`config.mk`:
```
export PLATFORM = sky130hd
export DESIGN_NAME = mult_sequencer
export DESIGN_NICKNAME = d
export VERILOG_FILES = /design/src/rtl/mult_sequencer.sv
export SDC_FILE = /design/constraint.sdc
export NUM_CORES = 1
export LEC_CHECK = 0
export CORE_MARGIN = 4
export CORE_UTILIZATION = 51
export DETAILED_ROUTE_END_ITERATION = 6
export GPL_ROUTABILITY_DRIVEN = 0
export PLACE_DENSITY_LB_ADDON = 0.05
export SYNTH_ARGS = -nofsm -noshare
export SYNTH_HDL_FRONTEND = slang
export SYNTH_SLANG_ARGS = --single-unit
```
`constraint.sdc`:
```
create_clock -name clk -period 3.45 [get_ports clk]
set_input_delay 0.69 -clock clk [delete_from_list [all_inputs] [get_ports clk]]
set_output_delay 0.69 -clock clk [all_outputs]
set_load 0.02 [all_outputs]
```
`src/rtl/mult_sequencer.sv`:
```
// Sequences two 4-bit operand nibbles into an external combinational multiplier,
// waits for it to settle, then holds the captured product until downstream accepts it.
module mult_sequencer #(
    parameter int SETTLE_CYCLES = 1
) (
    input  logic       clk,
    input  logic       rst,
    input  logic       in_valid,
    input  logic [3:0] in_data,
    output logic       in_ready,
    output logic [3:0] a,
    output logic [3:0] b,
    input  logic [3:0] pcirc,
    output logic       res_valid,
    output logic [3:0] res_data,
    output logic       res_ovf,
    input  logic       res_ready,
    output logic       busy,
    output logic [7:0] op_count
);

    typedef enum logic [1:0] {
        GET_A,
        GET_B,
        SETTLE,
        HOLD
    } state_t;

    localparam logic [3:0] SETTLE_LOAD = 4'(SETTLE_CYCLES - 1);

    state_t     state;
    logic [3:0] settle_count;
    logic [7:0] product;

    // Full-width product of the held operands, used only to detect overflow of the 4-bit result.
    assign product = {4'b0000, a} * {4'b0000, b};

    // in_ready, busy and res_valid are registered alongside the state so they always match it.
    always_ff @(posedge clk or posedge rst) begin
        if (rst) begin
            state        <= GET_A;
            a            <= 4'd0;
            b            <= 4'd0;
            res_data     <= 4'd0;
            res_ovf      <= 1'b0;
            res_valid    <= 1'b0;
            op_count     <= 8'd0;
            settle_count <= 4'd0;
            in_ready     <= 1'b1;
            busy         <= 1'b0;
        end else begin
            case (state)
                GET_A: begin
                    if (in_valid && in_ready) begin
                        a     <= in_data;
                        busy  <= 1'b1;
                        state <= GET_B;
                    end
                end
                GET_B: begin
                    if (in_valid && in_ready) begin
                        b            <= in_data;
                        settle_count <= SETTLE_LOAD;
                        in_ready     <= 1'b0;
                        state        <= SETTLE;
                    end
                end
                SETTLE: begin
                    if (settle_count == 4'd0) begin
                        res_data  <= pcirc;
                        res_ovf   <= (product > 8'd15);
                        res_valid <= 1'b1;
                        state     <= HOLD;
                    end else begin
                        settle_count <= settle_count - 4'd1;
                    end
                end
                HOLD: begin
                    if (res_ready) begin
                        res_valid <= 1'b0;
                        op_count  <= op_count + 8'd1;
                        in_ready  <= 1'b1;
                        busy      <= 1'b0;
                        state     <= GET_A;
                    end
                end
                default: begin
                    state     <= GET_A;
                    in_ready  <= 1'b1;
                    busy      <= 1'b0;
                    res_valid <= 1'b0;
                end
            endcase
        end
    end

endmodule

```
## Yosys cells after proc, flatten, opt, wreduce, memory -nomap -nowiden

Cells that the tools add are included.

| word-level totals | value |
|---|---|
| register bits | 30 |
| bits in latches | 0 |
| memory bits (writable) | 0 |
| bits in read-only memories | 0 |
| input port bits | 12 |
| logic and storage cells | 54 |
| memories | 0 |

| cells by class | value |
|---|---|
| add/subtract/negate cells | 2 |
| multiply operators | 1 |
| divide/modulo/power cells | 0 |
| order comparisons | 1 |
| equality and inequality tests | 8 |
| shift operators | 0 |
| muxes and demuxes | 16 |
| bitwise gates (word level) | 0 |
| reduce and logical (&&, ||, !) cells | 16 |

Operators by type and width:

| operator | count |
|---|---|
| $reduce_and A3 Y1 | 4 |
| $ne A2 B2 Y1 const B | 5 |
| $add A8 B1 Y8 const B | 1 |
| $gt A8 B4 Y1 const B | 1 |
| $mul A4 B4 Y8 | 1 |
| $mux W2 | 4 |
| $mux W4 | 2 |
| $pmux W2 S4 | 1 |
| $pmux W4 S2 | 1 |
| $reduce_and A2 Y1 | 4 |
| $reduce_bool A2 Y1 | 4 |
| $pmux W1 S2 | 3 |
| $mux W1 | 5 |
| $eq A2 B2 Y1 const B | 2 |
| $logic_not A4 Y1 | 1 |
| $reduce_and A4 Y1 | 1 |
| $sub A4 B1 Y4 const B | 1 |
| $eq A2 B1 Y1 const B | 1 |
| $logic_not A2 Y1 | 1 |
| $logic_and A1 B1 Y1 | 1 |

## Logic depth before layout (Yosys ltp)

| logic depth | value |
|---|---|
| depth after elaboration | 3 |
| gate-level depth with buffers | 11 |

## Worst setup path before layout

No wires, ideal clock.

| timing | value |
|---|---|
| path kind | register -> register |
| start point | register b[3] |
| end point | register res_ovf |
| setup time | 0.129 ns |
| arrival time | 2.710 ns |
| data required time | 3.321 ns |
| setup slack | 0.611 ns |
| stages on the path, launching flop included | 11 |
| buffers on the path | 0 |
| cells stage by stage | dfrtp_1 -> nand2_1 -> fa_1 -> inv_1 -> fa_1 -> ha_1 -> a211oi_1 -> o21bai_1 -> a21oi_1 -> xor2_1 -> a31oi_1 |

| on the way | value |
|---|---|
| word-level cells in the longest chain between the ends | 2 |

Ends and longest elaborated chain:

| what | RTL line | RTL |
|---|---|---|
| from (decl) | 12 | `output logic [3:0] b,` |
| from (signal assigned) | 62 | `b <= in_data;` |
| $mul A4 B4 Y8 | 36 | `assign product = {4'b0000, a} * {4'b0000, b};` |
| $gt A8 B4 Y1 | 71 | `res_ovf <= (product > 8'd15);` |
| to (signal assigned) | 71 |  |
| to (decl) | 16 | `output logic res_ovf,` |

No other way between the ends.
A chain may end at the register's enable or synchronous reset.

## Final worst setup path

| timing | value |
|---|---|
| start point | register a[0] |
| end point | register res_ovf |

| on the way | value |
|---|---|
| word-level cells in the longest chain between the ends | 2 |

Ends and longest elaborated chain:

| what | RTL line | RTL |
|---|---|---|
| from (decl) | 11 | `output logic [3:0] a,` |
| from (signal assigned) | 55 | `a <= in_data;` |
| $mul A4 B4 Y8 | 36 |  |
| $gt A8 B4 Y1 | 71 |  |

No other way between the ends.

==> metrics.cfg <==
[run_status]
outcome = complete, no violations

[synthesis]
ys.warnings.count = 0
synth_cell_types = 33
synth_edf_count = 0
synth-xor-area-share_pct = 5.227
avgSynthCellArea_sq_um = 10.72
synth_top_family_by_area = adder cells
synth_fp_nets = 208
synth_flop_cell = dfrtp_1
synth_seq_cells = 30
synth.mux.area_fraction_pct = 10.18
synthSimpleGateAreaFrac_pct = 14.32
synthAdderAreaFrac_pct = 17.92
synthArstFlopShare_pct = 100.0
ys_seq_area_share_pct = 40.80
synth_area_sq_um = 1843
synth_cells = 172
synth_compound_area_share_pct = 7.943

[timing]
skew_ns = 0.01009
rsz0062_at_grt = no
slew_viol_final = 0
slew_headroom_pct = 64.40
min_period_over_period_pct = 83.84
hold_violations = 0
fin_crit_ns = 2.892
tightest_slew_ns = 0.5334
tns_ns = 0
setup_viol = 0
timing.fmax_mhz = 345.7

[clock_tree]
cts_made_buffers = 5
cts_setup_buffers = 0
hold_buffers = 0
cts-resized-gates = 0
cts.sinks = 30
htree_levels = 2
clkLatencyLatePin_ns = 0.34
cts_tree = yes
cts_buffer_depth = 2
clk_pin_slew_worst_paths_ns = 0.10
cts-root-buf = clkbuf_4

[critical_path]
cp-end-kind = flip-flop
crit_path_start_kind = flip-flop
arrival_ns = 3.12
crit_required_ns = 3.68
worstSetupPathType = flip-flop to flip-flop
r2r-start = a[0]$_DFFE_PP0P_
worst-path-max-fanout = 5
r2r_slack_ns = 0.56
ff2ff_path_depth = 10
r2r_end = res_ovf$_DFFE_PP0P_

[final_layout]
antenna-diode-count = 0
nNetsFinal = 248
finalNonFillerCells = 259
areaGrowthSynthToFinish_pct = 27.43
fin_area_sq_um = 2349
drive_gt1_share_pct = 11.27

[floorplan]
fp.dieW_um = 68.12
die_y_um = 68.12
initial_utilization_pct = 53.96
die-area_sq_um = 4640
io_pins = 36
row_count = 21
core-area_sq_um = 3416

[worst_hold_path]
hold_depth = 1
min_to = op_count[7]$_DFFE_PP0P_
hold_start = op_count[7]$_DFFE_PP0P_
hold_class = flip-flop to flip-flop

[placed_design]
post_dp_cell_area_sq_um = 2237
io_buffer_count = 35
placedCellCount = 251
dp_hpwl_um = 2973

[grt]
grt_pass1_wl_um = 6444
grt_use_total_pct = 18.69
grt.met1_usage_pct = 21.78
busiest_layer = met2
grt.met3_usage_pct = 5.419
grt_max_degree = 18
antenna_found_initial = 0
grt_pass1_vias = 1487
use_met2_pct = 32.49
grt_overflow = 0

[drt]
ant_nets = 0
num_vias = 1379
dr.pass1.iters = 5
wl_per_cell_um = 14.51
routed_wl_um = 3758
drc = 0
initialDrtViolationCount = 33
avgViaCountPerCell = 5.324

[pwr]
power.total_w = 0.0007622
peakVddDrop_uv = 449.6
p_per_area_nw_per_um2 = 324.5
total_leakage_power_nw = 1.150

[job]
drv_cap = 0

registers in the layout (all words and copies together), names as in the netlist:
register	count
busy	1
res_data	4
res_ovf	1
a	4
b	4
in_ready	1
op_count	8
settle_count	4
state	2
res_valid	1
cell usage after synthesis, types with 4 or more instances:
library cell	n	area, sq um
nor2_1	9	33.78
mux2_2	14	157.7
dfrtp_1	29	725.7
xnor2_1	5	43.79
a21oi_1	6	30.03
fa_1	4	80.08
ha_1	20	250.2
inv_1	12	45.04
nand2_1	16	60.06
xor2_1	6	52.55
o21ai_0	5	25.02
and2_1	14	87.58
stage by stage:
stage               hold slack, ns  utilization, %  setup WS (ns)
floorplan                   0.4872               -         0.6107
global placement            0.4562           65.49         0.6741
detailed placement          0.4810           65.49         0.5458
CTS                         0.5001           68.75         0.5473
global route                0.5222           68.75         0.4037
finish                      0.4917           68.75         0.5576
power by group:
part	internal [W]	switching [W]
logic	0.0000177	0.0000152
clock network	0.000245	0.000129
registers	0.000354	0.00000114
total	0.000617	0.000145
worst max-delay path, cell delays in order, from the launching register on:
cell      delay, ns
dfrtp_1        0.43
nand2_1        0.11
fa_1           0.54
inv_1          0.06
fa_1           0.49
ha_1           0.30
a211oi_1       0.32
o21bai_1       0.12
a21oi_1        0.18
xor2_1         0.16
a31oi_1        0.09
cells by family after synthesis:
kind of cell | count (synthesis)
flip-flops | 30
buffers and inverters | 15
XOR/XNOR | 11
AO/OA/AOI/OAI | 23
AND/OR/NAND/NOR | 52
adder cells (fa/ha/maj) | 24
multiplexers | 17
placed cells by master, fill, tap and decap left out, drive strengths merged, types with 2 or more instances in the layout:
master,Yosys,routed
a31oi,2,2
xor2,6,6
dfrtp,29,29
inv,12,12
nand2,16,16
a21oi,6,6
nand3,3,3
nand4,3,3
and3,2,2
mux2,14,14
xnor2,5,5
and2,14,14
clkbuf,0,6
nor2,9,9
ha,20,20
fa,4,4
a22o,3,3
clkdlybuf4s50,0,35
bufinv,0,2
mux2i,3,3
o21ai,6,6
worst max-delay path by stage:
stage | start | endpoint | cells after the start
global placement | b[3]$_DFFE_PP0P_ | res_ovf$_DFFE_PP0P_ | 10
detailed placement | a[0]$_DFFE_PP0P_ | res_ovf$_DFFE_PP0P_ | 10
CTS | b[3]$_DFFE_PP0P_ | res_ovf$_DFFE_PP0P_ | 10
finish | a[0]$_DFFE_PP0P_ | res_ovf$_DFFE_PP0P_ | 10
floorplan | b[3]$_DFFE_PP0P_ | res_ovf$_DFFE_PP0P_ | 10
global route | b[3]$_DFFE_PP0P_ | res_ovf$_DFFE_PP0P_ | 10
area by class of cell:
cell class	instances	area, sq um
clock buffer	6	51.30
tap	46	57.56
timing repair buffer	36	357.8
clock inverter	2	60.06
fill	289	1067
inverter	12	45.04
multi-input combinational	127	1025
sequential	30	752.0
routing by layer:
| layer | up-vias | share of wire, % |
|---|---|---|
| met4 | 0 | 1.9 |
| met5 | - | 0 |
| met3 | 8 | 4.2 |
| li1 | 673 | - |
| met2 | 27 | 51 |
| met1 | 671 | 42 |
(Power assumes the default switching activity.)
==> RTL edit 1: new RTL, config.mk and constraints unchanged <==
The 4 states of `state_t` get a one-hot encoding in 4 bits.
--- a/src/rtl/mult_sequencer.sv
+++ b/src/rtl/mult_sequencer.sv
@@ -19,11 +19,11 @@
     output logic [7:0] op_count
 );
 
-    typedef enum logic [1:0] {
-        GET_A,
-        GET_B,
-        SETTLE,
-        HOLD
+    typedef enum logic [3:0] {
+        GET_A  = 4'b0001,
+        GET_B  = 4'b0010,
+        SETTLE = 4'b0100,
+        HOLD   = 4'b1000
     } state_t;
 
     localparam logic [3:0] SETTLE_LOAD = 4'(SETTLE_CYCLES - 1);
Formal check against the unedited RTL: same outputs for any inputs over 10 cycles, from zero or initial values and one cycle with rst high; not proved beyond that.
==> RTL edit 1 against the original RTL <==
Sequential cell count grew 2; non-clock buffer count grew 1; synthesized area grew 3.9%; wire length grew 5.3%; sequential share of layout area grew 1.4 points; highest routed layer unchanged; cell count grew 1.5%; clock skew shrank 0.0072 ns; final area grew 2.3%; worst setup slack gained 0.17 ns.
Power is not compared: it rests on default switching activity, and its combinational part moved more than twofold at a synthesized area within 25%.
==> RTL edit 1: results (changes against the original RTL) <==
Detailed-route vias per instance: 5.47 (was 5.32). The layout filler cell count is 277 (was 289). The slowest library cell on the worst path is sky130_fd_sc_hd__fa_1 (unchanged).

Launch point of the worst path: b[3]$_DFFE_PP0P_ (was a[0]$_DFFE_PP0P_). The tools report the total global-route track usage as 18.5% (was 18.7%). The total number of H-tree levels was 2 (unchanged). The start point of the worst hold path is op_count[7]$_DFFE_PP0P_ (unchanged).

The clock root buffer master is sky130_fd_sc_hd__clkbuf_8 (was sky130_fd_sc_hd__clkbuf_4). The first-pass GRT wire length is 7.13 mm (was 6.44 mm). The via count of the first global-routing pass was 1469 (was 1487). The actual slew at the worst max-slew pin works out to 0.492 ns (was 0.533 ns).

Most used standard cells in the synthesized netlist: sky130_fd_sc_hd__dfrtp_1, sky130_fd_sc_hd__ha_1, sky130_fd_sc_hd__and2_1, sky130_fd_sc_hd__mux2_2, sky130_fd_sc_hd__inv_1 (was sky130_fd_sc_hd__dfrtp_1, sky130_fd_sc_hd__ha_1, sky130_fd_sc_hd__nand2_1). The number of nets at the end of the flow is 247 (was 248), and the clock transition at the registers of the reported paths is 0.07 ns (was 0.10 ns). The count of different cell masters after synthesis is 38 (was 33). The run finished with clean final reports. The tools report the arrival time reported for the critical path endpoint as 2.88 ns (was 3.12 ns). The setup skew after layout was 0.00288 ns (was 0.0101 ns). The maximum fanout encountered on the critical timing path works out to 6 (was 5).

The hold path endpoint is op_count[7]$_DFFE_PP0P_ (unchanged). The fraction of final layout cells sized beyond drive strength 1 was 14.3% (was 11.3%); the net count after synthesis was 207 (was 208). Register ranked first by flip-flop count: op_count (unchanged). The pre-CTS worst setup slack was 0.751 ns (was 0.546 ns). The run gives 3.01 mm (was 2.97 mm) as the half-perimeter wire length after placement. The critical path's top delay family is adder cells (unchanged).

The top flip-flop cell by instance count after synthesis was sky130_fd_sc_hd__dfrtp_1 (unchanged). The largest net degree at the start of global routing was 33 (was 18); the number of detailed-route iterations in the first pass was 4 (was 5). Dominant cells by area after synthesis: sky130_fd_sc_hd__dfrtp_1, sky130_fd_sc_hd__ha_1, sky130_fd_sc_hd__mux2_2 (unchanged).

The final worst setup slack was 0.732 ns (was 0.558 ns); the stage delay of the slowest cell on the critical path was 0.56 ns (was 0.54 ns). The routed wire length came out at 3.96 mm (was 3.76 mm). The clock latency on the worst-skew pair was 0.28 ns (was 0.34 ns); the power per cell area was 825 mW/mm².

The sequential element share of the synthesized area came out at 42.0% (was 40.8%). The number of violations reported at the end of detailed-routing iteration 0 is 63 (was 33).
RTL edit 1: changes by cell type after synthesis, sizes merged, moves of 4 or more:
cell	delta
ha	-5
nand2	-6
nor3	+4
nor2	-4
xor2	-5
RTL edit 1: area by class of cell:
type | count | area [µm²] | share of cell area (%)
multi-input combinational | 128 | 1040 | 43.3
timing repair buffer | 37 | 365 | 15.2
sequential | 32 | 803 | 33.4
clock buffer | 6 | 82.6 | 3.44
tap | 46 | 57.6 | 2.39
clock inverter | 2 | 10.0 | 0.416
inverter | 12 | 45.0 | 1.87
RTL edit 1: cells by family (layout without fill, tap and decap cells):
| group | Yosys count | count (layout) | synth area share (%) |
|---|---|---|---|
| flops | 32 | 32 | 42.0 |
| compound gates | 26 | 26 | 8.89 |
| simple gates | 62 | 62 | 20.1 |
| xor+xnor | 8 | 8 | 3.66 |
| mux | 13 | 13 | 7.65 |
| buf+inv | 16 | 57 | 3.73 |
| fa+ha+maj | 19 | 19 | 14.0 |
RTL edit 1: per-stage QoR:
stage	instances	cell area (µm²)	util, %	power, W	hold slack (ns)
6_report	263	2400	69.3	0.00198	0.479
5_1_grt	263	2400	69.3	0.00216	0.496
4_1_cts	263	2400	69.3	0.00201	0.479
3_5_place_dp	255	2310	66.6	0.00170	0.465
3_3_place_gp	255	2310	66.6	0.00166	0.465
2_1_floorplan	176	1910	-	0.00133	0.516
RTL edit 1: per-layer routing:
layer,wire length (µm),GRT usage [%],up-vias
met2,1850,28.8,39
met4,56,6.29,0
met3,178,5.36,7
met5,0,0,-
li1,-,-,703
met1,1870,24.7,689
RTL edit 1: power by group:
group | switching (W) | total (W) | internal [W]
sequential | 0.000156 | 0.000661 | 0.000505
clock | 0.000138 | 0.000297 | 0.000159
combinational | 0.000509 | 0.00102 | 0.000516
==> RTL edit 2: new RTL, same settings <==
Made on the original files. Put one more register stage on the output `op_count`, cleared by the reset. The value now appears one clock later. The other outputs are not delayed to match.
--- a/src/rtl/mult_sequencer.sv
+++ b/src/rtl/mult_sequencer.sv
@@ -28,6 +28,8 @@
 
     localparam logic [3:0] SETTLE_LOAD = 4'(SETTLE_CYCLES - 1);
 
+    logic [7:0] op_count_s0;
+
     state_t     state;
     logic [3:0] settle_count;
     logic [7:0] product;
@@ -44,7 +46,7 @@
             res_data     <= 4'd0;
             res_ovf      <= 1'b0;
             res_valid    <= 1'b0;
-            op_count     <= 8'd0;
+            op_count_s0  <= 8'd0;
             settle_count <= 4'd0;
             in_ready     <= 1'b1;
             busy         <= 1'b0;
@@ -78,7 +80,7 @@
                 HOLD: begin
                     if (res_ready) begin
                         res_valid <= 1'b0;
-                        op_count  <= op_count + 8'd1;
+                        op_count_s0 <= op_count_s0 + 8'd1;
                         in_ready  <= 1'b1;
                         busy      <= 1'b0;
                         state     <= GET_A;
@@ -94,5 +96,13 @@
         end
     end
 
+    always_ff @(posedge clk or posedge rst) begin
+        if (rst) begin
+            op_count <= '0;
+        end else begin
+            op_count <= op_count_s0;
+        end
+    end
+
 endmodule
 
Check against the original RTL: not equivalent (Yosys sat finds a counterexample within 10 cycles, from zero or initial values and one cycle with rst high).
==> RTL edit 2 against the original RTL <==
Critical path depth did not move; final area is 8.2% higher; global-route usage is 1.4 points lower; worst setup slack worse by 0.25 ns; synthesized cell count up 3.5%; maximum frequency shrank 8.0%; core utilization fell by 0.91 points; wire length grew 2.8%; sequential cell count rose by 8; synthesized area up 10%; largest cell class unchanged.
Power is not compared: it rests on default switching activity, and its combinational part moved more than twofold at a synthesized area within 25%.
==> RTL edit 2: results (changes against the original RTL) <==
Top flip-flop cell by instance count after synthesis: sky130_fd_sc_hd__dfrtp_1 (unchanged). Inverter count: 13 (was 12). Count of clock-net buffers in the final layout: 8 (was 6). Number of synthesized register bits: 38 (was 30). The average wire length per cell after detail routing is 14.3 µm (was 14.5 µm), and the proportion of cell area spent on the clock network is 3.55% (was 4.74%). The area of combinational cells with multiple inputs was 0.00103 mm² (was 0.00102 mm²). The half-perimeter wire length after placement was 2.96 mm (was 2.97 mm). The mapped cell area was 0.00203 mm² (was 0.00184 mm²); the clock transition at the registers of the reported paths was 0.07 ns (was 0.10 ns). The run gives 214 (was 208) as the net count after synthesis. The layout filler cell count was 301 (was 289); the largest net degree at the start of global routing was 39 (was 18).

The actual slew at the worst max-slew pin is 0.595 ns (was 0.533 ns). The sequential element share of the synthesized area is 46.9% (was 40.8%). The tools report the clock root buffer master as sky130_fd_sc_hd__clkbuf_8 (was sky130_fd_sc_hd__clkbuf_4). For the setup skew after layout, the log shows 0.0106 ns (was 0.0101 ns). The run gives 17.3% (was 18.7%) as the total global-route track usage. The worst-case register-to-register setup slack came out at 0.31 ns (was 0.56 ns). The clock latency on the worst-skew pair was 0.29 ns (was 0.34 ns). The flow ran to the end, and the final reports show no timing, DRC or antenna violations. Most used standard cells in the synthesized netlist: sky130_fd_sc_hd__dfrtp_1, sky130_fd_sc_hd__ha_1, sky130_fd_sc_hd__nand2_1 (unchanged). Total vias in the final route: 1392 (was 1379). The arrival time reported for the critical path endpoint is 3.31 ns (was 3.12 ns). The fraction of final layout cells sized beyond drive strength 1 works out to 11.3% (about the same). The run gives 952 µm² (was 752 µm²) as the sequential standard cell area.
RTL edit 2: changes by cell type after synthesis, sizes merged, moves of 2 or more:
cell | unedited run | this run
nor2 | 9 | 6
dfrtp | 29 | 37
o21ai | 6 | 9
nand4 | 3 | 0
xor2 | 6 | 3
nor4b | 0 | 3
buf | 3 | 0
and2 | 14 | 12
nand3 | 3 | 8
xnor2 | 5 | 8
RTL edit 2: report_power, final:
group / switching (W) / leakage (nW) / internal (W)
Clock: 0.000144 / 0.0455 / 0.000163
Sequential: 0.000151 / 0.476 / 0.000614
Combinational: 0.000536 / 0.671 / 0.000516
Total: 0.000831 / 1.19 / 0.00129
RTL edit 2: stage by stage:
stage	std cells	worst slack, ns
finish	270	0.306
global route	270	0.0566
CTS	270	0.281
detailed placement	262	0.294
global placement	262	0.493
floorplan	178	0.435
RTL edit 2: worst min-delay path by stage:
stage | startpoint | to | slack [ns] | depth (start not counted)
after floorplan | op_count_s0[7]$_DFFE_PP0P_ | op_count[7]$_DFF_PP0_ | 0.37 | 0
after global placement | op_count_s0[7]$_DFFE_PP0P_ | op_count[7]$_DFF_PP0_ | 0.38 | 0
after detailed placement | op_count_s0[7]$_DFFE_PP0P_ | op_count[7]$_DFF_PP0_ | 0.38 | 0
after CTS | op_count_s0[7]$_DFFE_PP0P_ | op_count[7]$_DFF_PP0_ | 0.41 | 0
after global routing | op_count_s0[7]$_DFFE_PP0P_ | op_count[7]$_DFF_PP0_ | 0.43 | 0
final | op_count_s0[7]$_DFFE_PP0P_ | op_count[7]$_DFF_PP0_ | 0.41 | 0
RTL edit 2: kinds of logic after synthesis:
| group | synth area share, % |
|---|---|
| mux | 8.19 |
| compound gates | 7.33 |
| simple gates | 14.2 |
| xor+xnor | 4.74 |
| fa+ha+maj | 16.3 |
| buf+inv | 2.40 |
| flops | 46.9 |
RTL edit 2: critical path: stages, from the launching register on:
cell                       delay (ns)
sky130_fd_sc_hd__dfrtp_1         0.41
sky130_fd_sc_hd__nand2_1         0.11
sky130_fd_sc_hd__fa_1            0.54
sky130_fd_sc_hd__inv_1           0.06
sky130_fd_sc_hd__fa_1            0.50
sky130_fd_sc_hd__ha_1            0.31
sky130_fd_sc_hd__a211oi_1        0.35
sky130_fd_sc_hd__o21bai_1        0.13
sky130_fd_sc_hd__a21oi_1         0.19
sky130_fd_sc_hd__xnor2_1         0.09
sky130_fd_sc_hd__o32a_1          0.35
RTL edit 2: metal layers:
metal | GRT usage [%] | wire, µm
met2 | 30.7 | 2020
met4 | 6.26 | 46
met3 | 5.40 | 156
met5 | 0 | 0
met1 | 19.6 | 1640
